==> config.mk <==
export PLATFORM = sky130hd
export DESIGN_NAME = quiz_round_ctrl
export DESIGN_NICKNAME = d
export VERILOG_FILES = /design/src/rtl/quiz_pkg.sv /design/src/rtl/rr_arbiter4.sv /design/src/rtl/quiz_round_ctrl.sv
export SDC_FILE = /design/constraint.sdc
export NUM_CORES = 1
export LEC_CHECK = 0
export BUFFER_PORTS_ARGS = -buffer_cell sky130_fd_sc_hd__buf_2
export CAP_MARGIN = 20
export CORE_MARGIN = 3
export CORE_UTILIZATION = 50
export DETAILED_ROUTE_END_ITERATION = 16
export PLACE_DENSITY = 0.73
export RECOVER_POWER = 50
export SLEW_MARGIN = 15
export SYNTH_ARGS = -nofsm -noshare
export SYNTH_HDL_FRONTEND = slang
export SYNTH_SLANG_ARGS = --single-unit
==> constraint.sdc <==
create_clock -name sclk -period 2.35 [get_ports sclk]
set_input_delay 0.47 -clock sclk [delete_from_list [all_inputs] [get_ports sclk]]
set_output_delay 0.47 -clock sclk [all_outputs]
set_load 0.05 [all_outputs]
==> src/rtl/quiz_pkg.sv <==
// Shared constants and state encoding for the quiz round controller.
package quiz_pkg;

    localparam int N_PLAYER       = 4;
    localparam int SCORE_W        = 7;
    localparam int CLK_HZ_DEFAULT = 50_000_000;

    // One-hot state codes, driven straight onto the state output.
    localparam logic [3:0] ST_IDLE = 4'b0001;
    localparam logic [3:0] ST_RUN  = 4'b0010;
    localparam logic [3:0] ST_HOLD = 4'b0100;
    localparam logic [3:0] ST_DONE = 4'b1000;

    typedef enum logic [3:0] {
        S_IDLE = ST_IDLE,
        S_RUN  = ST_RUN,
        S_HOLD = ST_HOLD,
        S_DONE = ST_DONE
    } state_t;

endpackage

==> src/rtl/rr_arbiter4.sv <==
// Four-way round-robin arbiter: first request at or after ptr wins.
module rr_arbiter4 (
    input  logic [3:0] req,
    input  logic [1:0] ptr,
    output logic [3:0] grant_oh,
    output logic [1:0] grant_idx
);

    logic [1:0] idx;
    logic       found;

    // Scan ptr, ptr+1, ... (mod 4) and take the first asserted request.
    always_comb begin
        grant_oh  = '0;
        grant_idx = '0;
        found     = 1'b0;
        idx       = '0;
        for (int k = 0; k < 4; k++) begin
            idx = ptr + 2'(k);
            if (!found && req[idx]) begin
                found         = 1'b1;
                grant_oh[idx] = 1'b1;
                grant_idx     = idx;
            end
        end
    end

endmodule

==> src/rtl/quiz_round_ctrl.sv <==
// Round sequencer, buzzer arbiter, judge timeout and score keeper.
module quiz_round_ctrl
    import quiz_pkg::*;
#(
    parameter int CLK_HZ    = CLK_HZ_DEFAULT,
    parameter int ANS_SEC   = 5,
    parameter int POINTS    = 1,
    parameter int SCORE_MAX = 99
) (
    input  logic        sclk,
    input  logic        nrst,
    input  logic        key_start,
    input  logic [3:0]  key_buzz,
    input  logic        key_ok,
    input  logic        key_ng,
    input  logic        cnt_expire,
    output logic        cnt_pp,
    output logic        cnt_clr,
    output logic [3:0]  state,
    output logic [3:0]  winner,
    output logic [3:0]  lockout,
    output logic [27:0] score,
    output logic        buzz_en
);

    localparam int PRE_W = $clog2((CLK_HZ > 1) ? CLK_HZ : 2);
    localparam int SEC_W = $clog2((ANS_SEC + 1 > 2) ? ANS_SEC + 1 : 2);

    state_t                              state_q, state_d;
    logic [3:0]                          winner_q, winner_d;
    logic [3:0]                          lockout_q, lockout_d;
    logic [1:0]                          rr_ptr_q, rr_ptr_d;
    logic [1:0]                          win_idx_q, win_idx_d;
    logic [N_PLAYER-1:0][SCORE_W-1:0]    score_q, score_d;
    logic                                cnt_pp_q, cnt_pp_d;
    logic                                cnt_clr_q, cnt_clr_d;
    logic                                start_pend_q, start_pend_d;
    logic [PRE_W-1:0]                    pre_q;
    logic [SEC_W-1:0]                    sec_q;

    logic [3:0] req;
    logic [3:0] grant_oh;
    logic [1:0] grant_idx;
    logic [3:0] new_lock;
    logic       tick;
    logic       timeout;

    // Add POINTS one bit wider than the score so overflow is seen, then clamp.
    function automatic logic [SCORE_W-1:0] sat_add(input logic [SCORE_W-1:0] s);
        logic [SCORE_W:0] sum;
        sum = {1'b0, s} + (SCORE_W + 1)'(POINTS);
        if (sum > (SCORE_W + 1)'(SCORE_MAX))
            return SCORE_W'(SCORE_MAX);
        return sum[SCORE_W-1:0];
    endfunction

    assign req      = key_buzz & ~lockout_q;
    assign new_lock = lockout_q | winner_q;
    assign tick     = (pre_q == PRE_W'(CLK_HZ - 1));
    assign timeout  = tick && (sec_q == SEC_W'(ANS_SEC - 1));

    rr_arbiter4 u_arb (
        .req       (req),
        .ptr       (rr_ptr_q),
        .grant_oh  (grant_oh),
        .grant_idx (grant_idx)
    );

    // Next-state and next-output decode for the round FSM.
    always_comb begin
        state_d      = state_q;
        winner_d     = winner_q;
        lockout_d    = lockout_q;
        rr_ptr_d     = rr_ptr_q;
        win_idx_d    = win_idx_q;
        score_d      = score_q;
        cnt_pp_d     = start_pend_q;   // deferred "start countdown" pulse
        cnt_clr_d    = 1'b0;
        start_pend_d = 1'b0;
        case (state_q)
            S_IDLE, S_DONE: begin
                if (key_start) begin
                    state_d      = S_RUN;
                    cnt_clr_d    = 1'b1;
                    lockout_d    = '0;
                    winner_d     = '0;
                    start_pend_d = 1'b1;
                end
            end
            S_RUN: begin
                if (cnt_expire) begin
                    state_d = S_DONE;
                end else if (|req) begin
                    winner_d  = grant_oh;
                    win_idx_d = grant_idx;
                    rr_ptr_d  = grant_idx + 2'd1;
                    // A grant on the very first RUN cycle would coincide with the
                    // start pulse; start and pause cancel so the countdown stays put.
                    cnt_pp_d  = ~start_pend_q;
                    state_d   = S_HOLD;
                end
            end
            S_HOLD: begin
                if (key_ok) begin
                    score_d[win_idx_q] = sat_add(score_q[win_idx_q]);
                    cnt_clr_d          = 1'b1;
                    state_d            = S_DONE;
                end else if (key_ng || timeout) begin
                    lockout_d = new_lock;
                    winner_d  = '0;
                    if (&new_lock) begin
                        cnt_clr_d = 1'b1;
                        state_d   = S_DONE;
                    end else begin
                        cnt_pp_d  = 1'b1;
                        state_d   = S_RUN;
                    end
                end
            end
            default: state_d = S_IDLE;
        endcase
    end

    // FSM, grant, score and pulse registers.
    always_ff @(posedge sclk) begin
        if (!nrst) begin
            state_q      <= S_IDLE;
            winner_q     <= '0;
            lockout_q    <= '0;
            rr_ptr_q     <= '0;
            win_idx_q    <= '0;
            score_q      <= '0;
            cnt_pp_q     <= 1'b0;
            cnt_clr_q    <= 1'b0;
            start_pend_q <= 1'b0;
        end else begin
            state_q      <= state_d;
            winner_q     <= winner_d;
            lockout_q    <= lockout_d;
            rr_ptr_q     <= rr_ptr_d;
            win_idx_q    <= win_idx_d;
            score_q      <= score_d;
            cnt_pp_q     <= cnt_pp_d;
            cnt_clr_q    <= cnt_clr_d;
            start_pend_q <= start_pend_d;
        end
    end

    // Judge timer: runs only while staying in HOLD, zero everywhere else.
    always_ff @(posedge sclk) begin
        if (!nrst || state_q != S_HOLD || state_d != S_HOLD) begin
            pre_q <= '0;
            sec_q <= '0;
        end else if (tick) begin
            pre_q <= '0;
            sec_q <= sec_q + SEC_W'(1);
        end else begin
            pre_q <= pre_q + PRE_W'(1);
        end
    end

    assign state   = state_q;
    assign winner  = winner_q;
    assign lockout = lockout_q;
    assign score   = score_q;
    assign cnt_pp  = cnt_pp_q;
    assign cnt_clr = cnt_clr_q;
    assign buzz_en = (state_q == S_RUN);

endmodule

Yosys cells after proc, flatten, opt, wreduce, memory -nomap -nowiden
Index checks and enable logic that the tools add are counted.
{ "op_classes": {"n_addsub": 7, "mul": 0, "div_mod_pow": 0, "n_lt_le_gt_ge": 11, "n_eq_ne": 13, "shift": 0, "mux": 66, "n_bitwise": 8, "reduce_logical": 27} }
{ "ops": {"columns": ["operator", "count"], "rows": [
  ["two-way mux 4 bit", 17],
  ["two-way mux 7 bit", 6],
  ["bitwise mux 28 bit", 1],
  ["adder 26 x 1 -> 26 bit (second input constant)", 1],
  ["== test 26 bit (second input constant)", 1],
  ["one-hot mux 4 bit (3 select lines)", 2],
  ["two-way mux 1 bit", 23],
  ["OR 4 bit", 4],
  ["< comparator 2 x 3 -> 1 bit (second input constant)", 5],
  ["binary-select mux 7 bit (select 2 bit)", 1],
  ["demux 7 bit (select 2 bit)", 1],
  ["greater-or-equal comparator 2 x 1 -> 1 bit (second input constant)", 5],
  ["logical AND 1 bit", 9],
  ["adder 7 x 1 -> 8 bit (second input constant)", 1],
  ["binary-select mux 1 bit (select 2 bit)", 4],
  ["demux 1 bit (select 2 bit)", 4],
  ["> comparator 8 x 7 -> 1 bit (second input constant)", 1],
  ["two-way mux 2 bit", 4],
  ["inequality test 2 bit (second input constant)", 4],
  ["inequality test 4 x 3 -> 1 bit (second input constant)", 2],
  ["one-hot mux 4 bit (2 select lines)", 1],
  ["AND reduction 4 bit", 2],
  ["AND reduction 6 bit", 1],
  ["adder 2 x 1 -> 2 bit (second input constant)", 2],
  ["20 further kinds", 30]
]} }
{ "word_totals": {"register_bits": 76, "latch_bits": 0, "mem_bits_rw": 0, "mem_bits_ro": 0, "word_cells": 146, "n_memories": 0} }

Depth between registers and ports, before layout
Gate-level depths: netlist (run 1).
{ "logic_depth": {"ltp_word": 17, "depth_mapped": 10, "ltp_nobuf": 8} }

Hierarchy
A second synthesis (run 1) with hierarchy kept.
{ "unflattened": {"cells_unflattened": 494, "area_unflattened_um2": 4202.8} }
{ "by_module_without_submodules": {"columns": ["module", "n_inst", "cells_per_inst", "area_each_um2"], "rows": [
  ["quiz_round_ctrl", 1, 446, 3763.6],
  ["rr_arbiter4", 1, 48, 439.2]
]} }

Worst setup path before layout (run 1)
OpenSTA, ideal clock, no wires.
{ "synth_path": {"kind": "register to register", "start": "register state_q[1], in the netlist state[1]", "end": "register win_idx_q[1]", "setup_ns": 0.066, "t_arrival_ns": 3.772, "required_time_ns": 2.284, "path_slack_ns": -1.489, "path_stages_with_launch": 8, "period_less_slack_ns": 3.839, "path_cell_list": "dfxtp_1 buf_2 nor4b_1 nor2b_1 nor2b_1 clkbuf_1 mux2_2 nor2_1"} }
{ "synth_between": {"elab_chain_len": 2} }
{ "synth_lines": {"columns": ["item", "line_no", "source"], "rows": [
  ["from (decl)", "quiz_round_ctrl.sv:29", "state_t state_q, state_d;"],
  ["from (signal assigned)", "quiz_round_ctrl.sv:137", "state_q <= state_d;"],
  ["== test 4 x 2 -> 1 bit", null, null],
  ["net buzz_en", "quiz_round_ctrl.sv:23", "output logic buzz_en"],
  ["AND reduction 3 bit (no line)", null, null],
  ["to (signal assigned)", "quiz_round_ctrl.sv:141", "win_idx_q <= win_idx_d;"],
  ["to (decl)", "quiz_round_ctrl.sv:33", "logic [1:0] win_idx_q, win_idx_d;"]
]} }
The timed path passes the listed nets, and every way through them passes these cells.
A chain may end at the register's enable or synchronous reset.

Worst setup path after layout (run 1)
{ "layout_path": {"start": "register win_idx_q[1]", "end": "register score_q (netlist bit score[11])"} }
{ "layout_between": {"elab_chain_len": 11} }
{ "layout_lines": {"columns": ["item", "line_no", "source"], "rows": [
  ["binary-select mux 7 bit (select 2 bit)", "quiz_round_ctrl.sv:105", "score_d[win_idx_q] = sat_add(score_q[win_idx_q]);"],
  ["two-way mux 7 bit (implied by the code)", "quiz_round_ctrl.sv:105", null],
  ["adder 7 x 1 -> 8 bit", "quiz_round_ctrl.sv:51", "sum = {1'b0, s} + (SCORE_W + 1)'(POINTS);"],
  ["> comparator 8 x 7 -> 1 bit", "quiz_round_ctrl.sv:52", "if (sum > (SCORE_W + 1)'(SCORE_MAX))"],
  ["two-way mux 1 bit", "quiz_round_ctrl.sv:52", null],
  ["two-way mux 1 bit", "quiz_round_ctrl.sv:104", "if (key_ok) begin"],
  ["two-way mux 1 bit", "quiz_round_ctrl.sv:80", "case (state_q)"],
  ["two-way mux 7 bit", "quiz_round_ctrl.sv:54", "return sum[SCORE_W-1:0];"],
  ["two-way mux 7 bit", "quiz_round_ctrl.sv:104", null],
  ["two-way mux 7 bit", "quiz_round_ctrl.sv:80", null],
  ["bitwise mux 28 bit *", "quiz_round_ctrl.sv:105", null],
  ["to (signal assigned)", "quiz_round_ctrl.sv:142", "score_q <= score_d;"],
  ["to (decl)", "quiz_round_ctrl.sv:34", "logic [N_PLAYER-1:0][SCORE_W-1:0] score_q, score_d;"]
]} }
Every way passes the cells marked *; elsewhere a longest branch is shown, timed or not. The select of a mux whose other input is x is not followed.

==> results of run 1 <==
==> cell type report <==
class / instances / area, µm²
inverter: 17 / 63.8
fill: 755 / 3270
sequential: 76 / 1550
tap: 105 / 131
timing repair buffer: 84 / 474
clock inverter: 6 / 47.5
multi-input combinational: 363 / 2600
clock buffer: 10 / 128
==> registers in the layout, summed over array words and instances (netlist names), 2 cells and up <==
signal,flops
pre_q,26
score,28
win_idx_q,2
sec_q,3
state,4
lockout,4
winner,4
rr_ptr_q,2
==> layout by cell type, fill, tap and decap left out, types with 12 or more instances in the layout <==
cell       n
buf_4     28
a21oi_1   16
nand3_1   13
xor2_1    13
clkbuf_1  43
nand2_1   39
ha_1      12
nor2_1    64
and3_1    13
dfxtp_1   61
inv_1     14
o21ai_0   15
dfxtp_2   13
xnor2_1   17
==> cell families (layout without fill, tap and decap cells) <==
family / Yosys count / after routing / synth area share (%)
and+or+nand+nor: 197 / 197 / 23.5
AOI/OAI and AO/OA: 107 / 107 / 19.4
buffers and inverters: 40 / 117 / 4.82
adders and majority gates: 13 / 13 / 3.80
xor gates and xnor gates: 30 / 30 / 6.13
muxes: 16 / 16 / 6.83
DFF: 76 / 76 / 35.5
==> where the power goes <==
part / internal, W / switching [W] / total, W
clock: 0.000391 / 0.000511 / 0.000902
combinational: 0.0000713 / 0.000127 / 0.000199
sequential: 0.00130 / 0.0000203 / 0.00132
total: 0.00176 / 0.000659 / 0.00242
==> cells in the mapped netlist (3+ instances only) <==
cell / count
a22oi_1: 5
o2bb2ai_1: 5
buf_1: 3
dfxtp_1: 76
clkbuf_1: 6
nand2_1: 39
mux4_1: 5
xnor2_1: 17
a21boi_0: 5
mux4_2: 4
inv_1: 14
nor3_1: 9
a21oi_1: 16
ha_1: 13
a31o_1: 8
nor4_1: 6
a222oi_1: 4
buf_2: 10
and3_1: 13
o21ai_0: 17
nor3b_1: 3
nand3_1: 13
o21ai_2: 11
nand4_1: 6
a211oi_1: 8
nand2b_1: 8
mux2i_1: 6
and2_1: 7
nor2_1: 64
o22ai_1: 3
nor2b_1: 8
a21oi_2: 8
or3_1: 6
xor2_1: 13
==> stage by stage <==
| stage | setup slack, ns | hold WS, ns |
|---|---|---|
| 2_1_floorplan | 0.000826 | 0.413 |
| 3_3_place_gp | -0.0435 | 0.424 |
| 3_5_place_dp | -0.140 | 0.432 |
| 4_1_cts | 0.00580 | 0.443 |
| 5_1_grt | -0.0754 | 0.460 |
| 6_report | -0.00267 | 0.438 |
==> timing repair <==
item | CTS | global route
endpoints found under the setup margin | 22 | 30
gates resized for setup | 6 | 12
pin swaps | 2 | 2
gates cloned | 0 | 1
setup buffers | 1 | 3
==> path summary, 6_finish.rpt <==
check,end,depth (start not counted)
setup / recovery,score[11],10
hold / removal,pre_q[0],1
setup reg to reg,score[11],10
hold reg to reg,pre_q[0],1
==> metal layers <==
layer  vias to the layer above  GRT usage, %  wire length (µm)
met4                         0          6.41               142
li1                       1875             -                 -
met1                      1826          27.0              4760
met5                         -             0                 0
met3                        13          4.74               509
met2                        95          36.7              5120
==> impl_metrics.csv, run 1 <==
group,metric,value,unit
clocking,cts_root_buf,"clkbuf_8",
clocking,clkSinkCount,76,
floorplanning,start_util,51.9,%
clocking,clk_latency,0.36,ns
clocking,cts_tree,"yes",
grt,grt_pass1_vias,3629,
sta,min_period,2.35,ns
worst_setup_path,crit_type,"reg2reg",
synth,yosysSeqAreaShare,35.5,%
detailed_routing,drtIter0Drc,181,
final_layout,final_cells,661,
detailed_routing,postRouteAntennaNets,0,
synth,synth_edf_count,0,
worst_setup_path,max_stage_delay,0.55,ns
place,placed_cells,640,
sta,setup_violations,1,
clocking,numCtsBuffers,9,
clocking,hold_buffers,0,
clocking,clkTransAtPathRegs,0.08,ns
power,p_leak,1.69,nW
worst_setup_path,path_buf_inv,2,
floorplanning,std_cell_rows,33,
sta,rsz0062_at_grt,"true",
synth,synthFlopType,"dfxtp_1",
grt,antenna_found_initial,0,
synth,synth.area.top_cells,"dfxtp_1, nor2_1, ha_1, xnor2_1, nand2_1",
floorplanning,die_area,9720,µm²
final_layout,drive_gt1_share,21.6,%
worst_setup_path,critPathArrivalTime,2.65,ns
floorplanning,boundaryPins,53,
sta,finClkSkew,0.0165,ns
synth,ys_warn_count,0,
grt,grtUsageTotal,21.4,%
grt,grt_pass1_wl,17100,µm
synth,yosysTopAreaCellShare,35.5,%
power,finalPower,0.00242,W
detailed_routing,vias,3809,
worst_setup_path,reg2reg_from,"win_idx_q[1]",
detailed_routing,routed_wl,10500,µm
synth,syn_nets,502,
worst_setup_path,cp_max_fo,5,
grt,overflow,0,
synth,syn_avg_cell_area,8.95,µm²
detailed_routing,first_pass_iters,5,
detailed_routing,drc,0,
status,violations,"negative setup slack",
place,port_buffers,52,
final_layout,antenna_cells,0,
worst_setup_path,cp_cell_sequence,"mux4_2 > ha_4 > nand2b_1 > o22ai_2 > and4_4 > o211ai_4 > buf_4 > clkbuf_16 > o21ai_2 > a21oi_2",
place,placed_area,4770,µm²
final_layout,area_growth,16.4,%
clocking,cts_max_path_buffers,2,
floorplanning,die_y,98.6,µm
place,gp_congestion,0.915,
synth,ys_seq_elements,76,
worst_setup_path,required,2.64,ns
synth,async_flop_share,0,%
status,status,"finished, violations left",
place,dp_hpwl,7800,µm
grt,grt_max_degree,27,
sta,report.final.slew_viol_count,0,
floorplanning,core_area,8260,µm²
final_layout,fin_util,60.4,%
worst_setup_path,crit_slowest_cell,"mux4_2",
sta,fin_crit_sh,100,%
worst_setup_path,cp-end-kind,"flop",
worst_setup_path,startpoint_type,"flop",
detailed_routing,wl_per_cell,15.9,µm
power,power_per_cell_area,485,nW/µm²
power,vdd_drop_max,0.303,mV
sta,hold_violations,0,
worst_setup_path,reg2reg_slack,-0.003,ns
clocking,cts.htree.levels,3,
sta,clock.fmax,0.425,GHz
synth,synth_top_area_cell,"dfxtp_1",
floorplanning,die-width,98.6,µm
synth,synthesis.area,4290,µm²
worst_setup_path,cp-startpoint,"win_idx_q[1]",
sta,fin_setup_tns,-0.00267,ns
run,cap_viol_max_count,0,
min_path,hp-start,"pre_q[0]",
worst_setup_path,crit_family,"multiplexers",
sta,timing.final.ws_setup,-0.00267,ns
min_path,hold_class,"reg2reg",
synth,synthCells,479,
detailed_routing,vias_per_cell,5.76,
final_layout,final_area,4990,µm²
synth,synth_cell_types,66,
final_layout,nets,574,
sta,tightest_slew,0.681,ns
sta,max_slew_margin,54.8,%
Note: power is estimated with default switching activity, not from simulation.
==> run 2, diff against run 1 <==
--- a/config.mk
+++ b/config.mk
@@ -5,11 +5,13 @@
 export SDC_FILE = /design/constraint.sdc
 export NUM_CORES = 1
 export LEC_CHECK = 0
+export ABC_AREA = 1
 export BUFFER_PORTS_ARGS = -buffer_cell sky130_fd_sc_hd__buf_2
 export CAP_MARGIN = 20
 export CORE_MARGIN = 3
 export CORE_UTILIZATION = 50
 export DETAILED_ROUTE_END_ITERATION = 16
+export GPL_ROUTABILITY_DRIVEN = 0
 export PLACE_DENSITY = 0.73
 export RECOVER_POWER = 50
 export SLEW_MARGIN = 15
==> impl_metrics.csv, run 2 <==
group,metric,value,unit
place,dpl_worst_slack,0.141,ns
synth,synthSimpleGateAreaFrac,36.4,%
detailed_routing,vias_per_cell,5.26,
sta,rsz0062_at_grt,"false",
sta,timing.final.ws_setup,0.248,ns
grt,grt_pass1_wl,18200,µm
worst_setup_path,crit_type,"reg2reg",
final_layout,mostFrequentLayoutCells,"nand2_1, inv_1, dfxtp_1, nor2_1, nand3_1",
worst_setup_path,cp_max_fo,24,
grt,grtUsageTotal,22.1,%
detailed_routing,wl_per_cell,12.9,µm
detailed_routing,drtIter0Drc,238,
detailed_routing,first_pass_iters,5,
power,finalPower,0.00249,W
synth,yosysSeqAreaShare,34.0,%
min_path,hold_class,"in2reg",
clocking,clk_latency,0.35,ns
min_path,hp-start,"nrst",
synth,ys_warn_count,0,
clocking,numCtsBuffers,9,
sta,clock.fmax,0.476,GHz
clocking,cts_max_path_buffers,2,
synth,async_flop_share,0,%
sta,holdWs,0.401,ns
floorplanning,core_area,8460,µm²
run,cap_viol_max_count,0,
synth,synthMuxAreaShare,0,%
power,p_leak,2.09,nW
floorplanning,boundaryPins,53,
detailed_routing,routed_wl,10600,µm
detailed_routing,drc,0,
clocking,cts_tree,"yes",
final_layout,largest_register_ffs,28,
synth,synthesis.area,4480,µm²
synth,synthTopCellsByCount,"nand2_1, inv_1, dfxtp_1",
floorplanning,die_y,101,µm
place,dp_hpwl,8240,µm
synth,synth.area.top_cells,"dfxtp_1, nand2_1, nand3_1, inv_1, nor2_1",
worst_setup_path,required,2.60,ns
sta,hold_violations,0,
clocking,cts_root_buf,"clkbuf_8",
floorplanning,start_util,52.9,%
synth,synth_edf_count,0,
final_layout,final_common_cell,"nand2_1",
floorplanning,std_cell_rows,33,
synth,synth_top_family_by_area,"simple AND/OR/NAND/NOR gates",
sta,setup_violations,0,
synth,ys_seq_elements,76,
status,status,"finished, final reports clean",
synth,yosysMostFrequentCell,"nand2_1",
place,port_buffers,52,
synth,synth_compound_area_share,10.1,%
synth,synth_cell_types,35,
grt,grt_pass1_vias,4002,
clocking,clkTransAtPathRegs,0.08,ns
synth,yosysTopAreaCellShare,34.0,%
floorplanning,die-width,101,µm
sta,report.final.slew_viol_count,0,
sta,finClkSkew,0.0121,ns
worst_setup_path,cp-startpoint,"win_idx_q[0]",
power,power_per_cell_area,496,nW/µm²
detailed_routing,postRouteAntennaNets,0,
worst_setup_path,startpoint_type,"flop",
detailed_routing,vias,4344,
sta,max_slew_margin,54.2,%
power,vdd_drop_max,0.378,mV
worst_setup_path,reg2reg_from,"win_idx_q[0]",
sta,fin_crit_sh,89.4,%
worst_setup_path,cp-end-kind,"flop",
sta,fin_setup_tns,0,ns
synth,synth_fa_ha_area_share,3.63,%
grt,overflow,0,
worst_setup_path,critPathArrivalTime,2.35,ns
clocking,clkSinkCount,76,
grt,antenna_found_initial,0,
final_layout,area_growth,12.2,%
final_layout,drive_gt1_share,12.2,%
clocking,postCtsSetupRepairBufs,0,
final_layout,nets,739,
worst_setup_path,reg2reg_slack,0.25,ns
synth,synth_top_area_cell,"dfxtp_1",
synth,syn_nets,678,
grt,grt_max_degree,27,
clocking,hold_buffers,0,
synth,synthFlopType,"dfxtp_1",
synth,synthCells,655,
sta,tightest_slew,0.687,ns
synth,syn_avg_cell_area,6.83,µm²
sta,min_period,2.10,ns
final_layout,antenna_cells,0,
floorplanning,die_area,10100,µm²
clocking,cts.htree.levels,3,
synth,synth_xor_area_share,4.70,%
run 2: path summary, 6_finish.rpt:
kind / end / depth (start not counted)
hold / removal: state[0] / 2
setup reg to reg: score[8] / 16
hold reg to reg: pre_q[0] / 1
setup / recovery: score[8] / 16
run 2: per-layer routing:
metal / vias to the layer above / GRT usage [%] / wire, µm
met5: - / 0 / 0
met4: 0 / 9.22 / 272
met3: 23 / 5.67 / 679
met1: 1940 / 27.8 / 4640
li1: 2235 / - / -
met2: 146 / 35.9 / 5030
run 2: metrics by stage:
step | instance area [µm²] | instances | utilization (%)
after CTS | 5070 | 826 | 59.9
final | 5020 | 826 | 59.4
after global placement | 4880 | 810 | 57.6
after floorplan | 4480 | 655 | -
after detailed placement | 4880 | 810 | 57.6
after global routing | 5020 | 826 | 59.4
run 2: timing repair:
action | in CTS | in global routing
setup endpoints to repair | 0 | 20
endpoints found under the hold margin | 0 | 0
gates resized for setup | 0 | 3
run 2: logic make-up after synthesis:
logic type / Yosys count
AO/OA/AOI/OAI: 80
XOR/XNOR: 24
adder cells (fa/ha/maj): 13
buffers and inverters: 111
flip-flops: 76
AND/OR/NAND/NOR: 351
run 2: worst max-delay path: stages (launching register included):
cell	delay, ns
dfxtp_1	0.34
buf_12	0.16
inv_2	0.09
nand2_1	0.06
nand2_1	0.05
nand2_1	0.04
nand2_1	0.12
ha_2	0.22
inv_1	0.07
nor2_1	0.14
nand3_1	0.10
nand2_1	0.11
nand3_2	0.11
nand3_4	0.17
nand4_1	0.11
nand2_1	0.08
inv_1	0.04
run 2: power breakdown:
group          leakage, nW  internal, W  switching [W]
Clock               0.0927     0.000490       0.000474
Combinational         1.38    0.0000622       0.000159
Sequential           0.613      0.00130     0.00000870
Total                 2.09      0.00185       0.000642
run 2: cell type report:
| type | count | area (µm²) |
|---|---|---|
| multi-input cells | 468 | 2470 |
| clock inverters | 6 | 63.8 |
| inverters | 88 | 333 |
| flip-flops and latches | 76 | 1520 |
| clock buffers | 10 | 128 |
| repair buffers | 73 | 378 |
| fillers | 801 | 3440 |
| well taps | 105 | 131 |
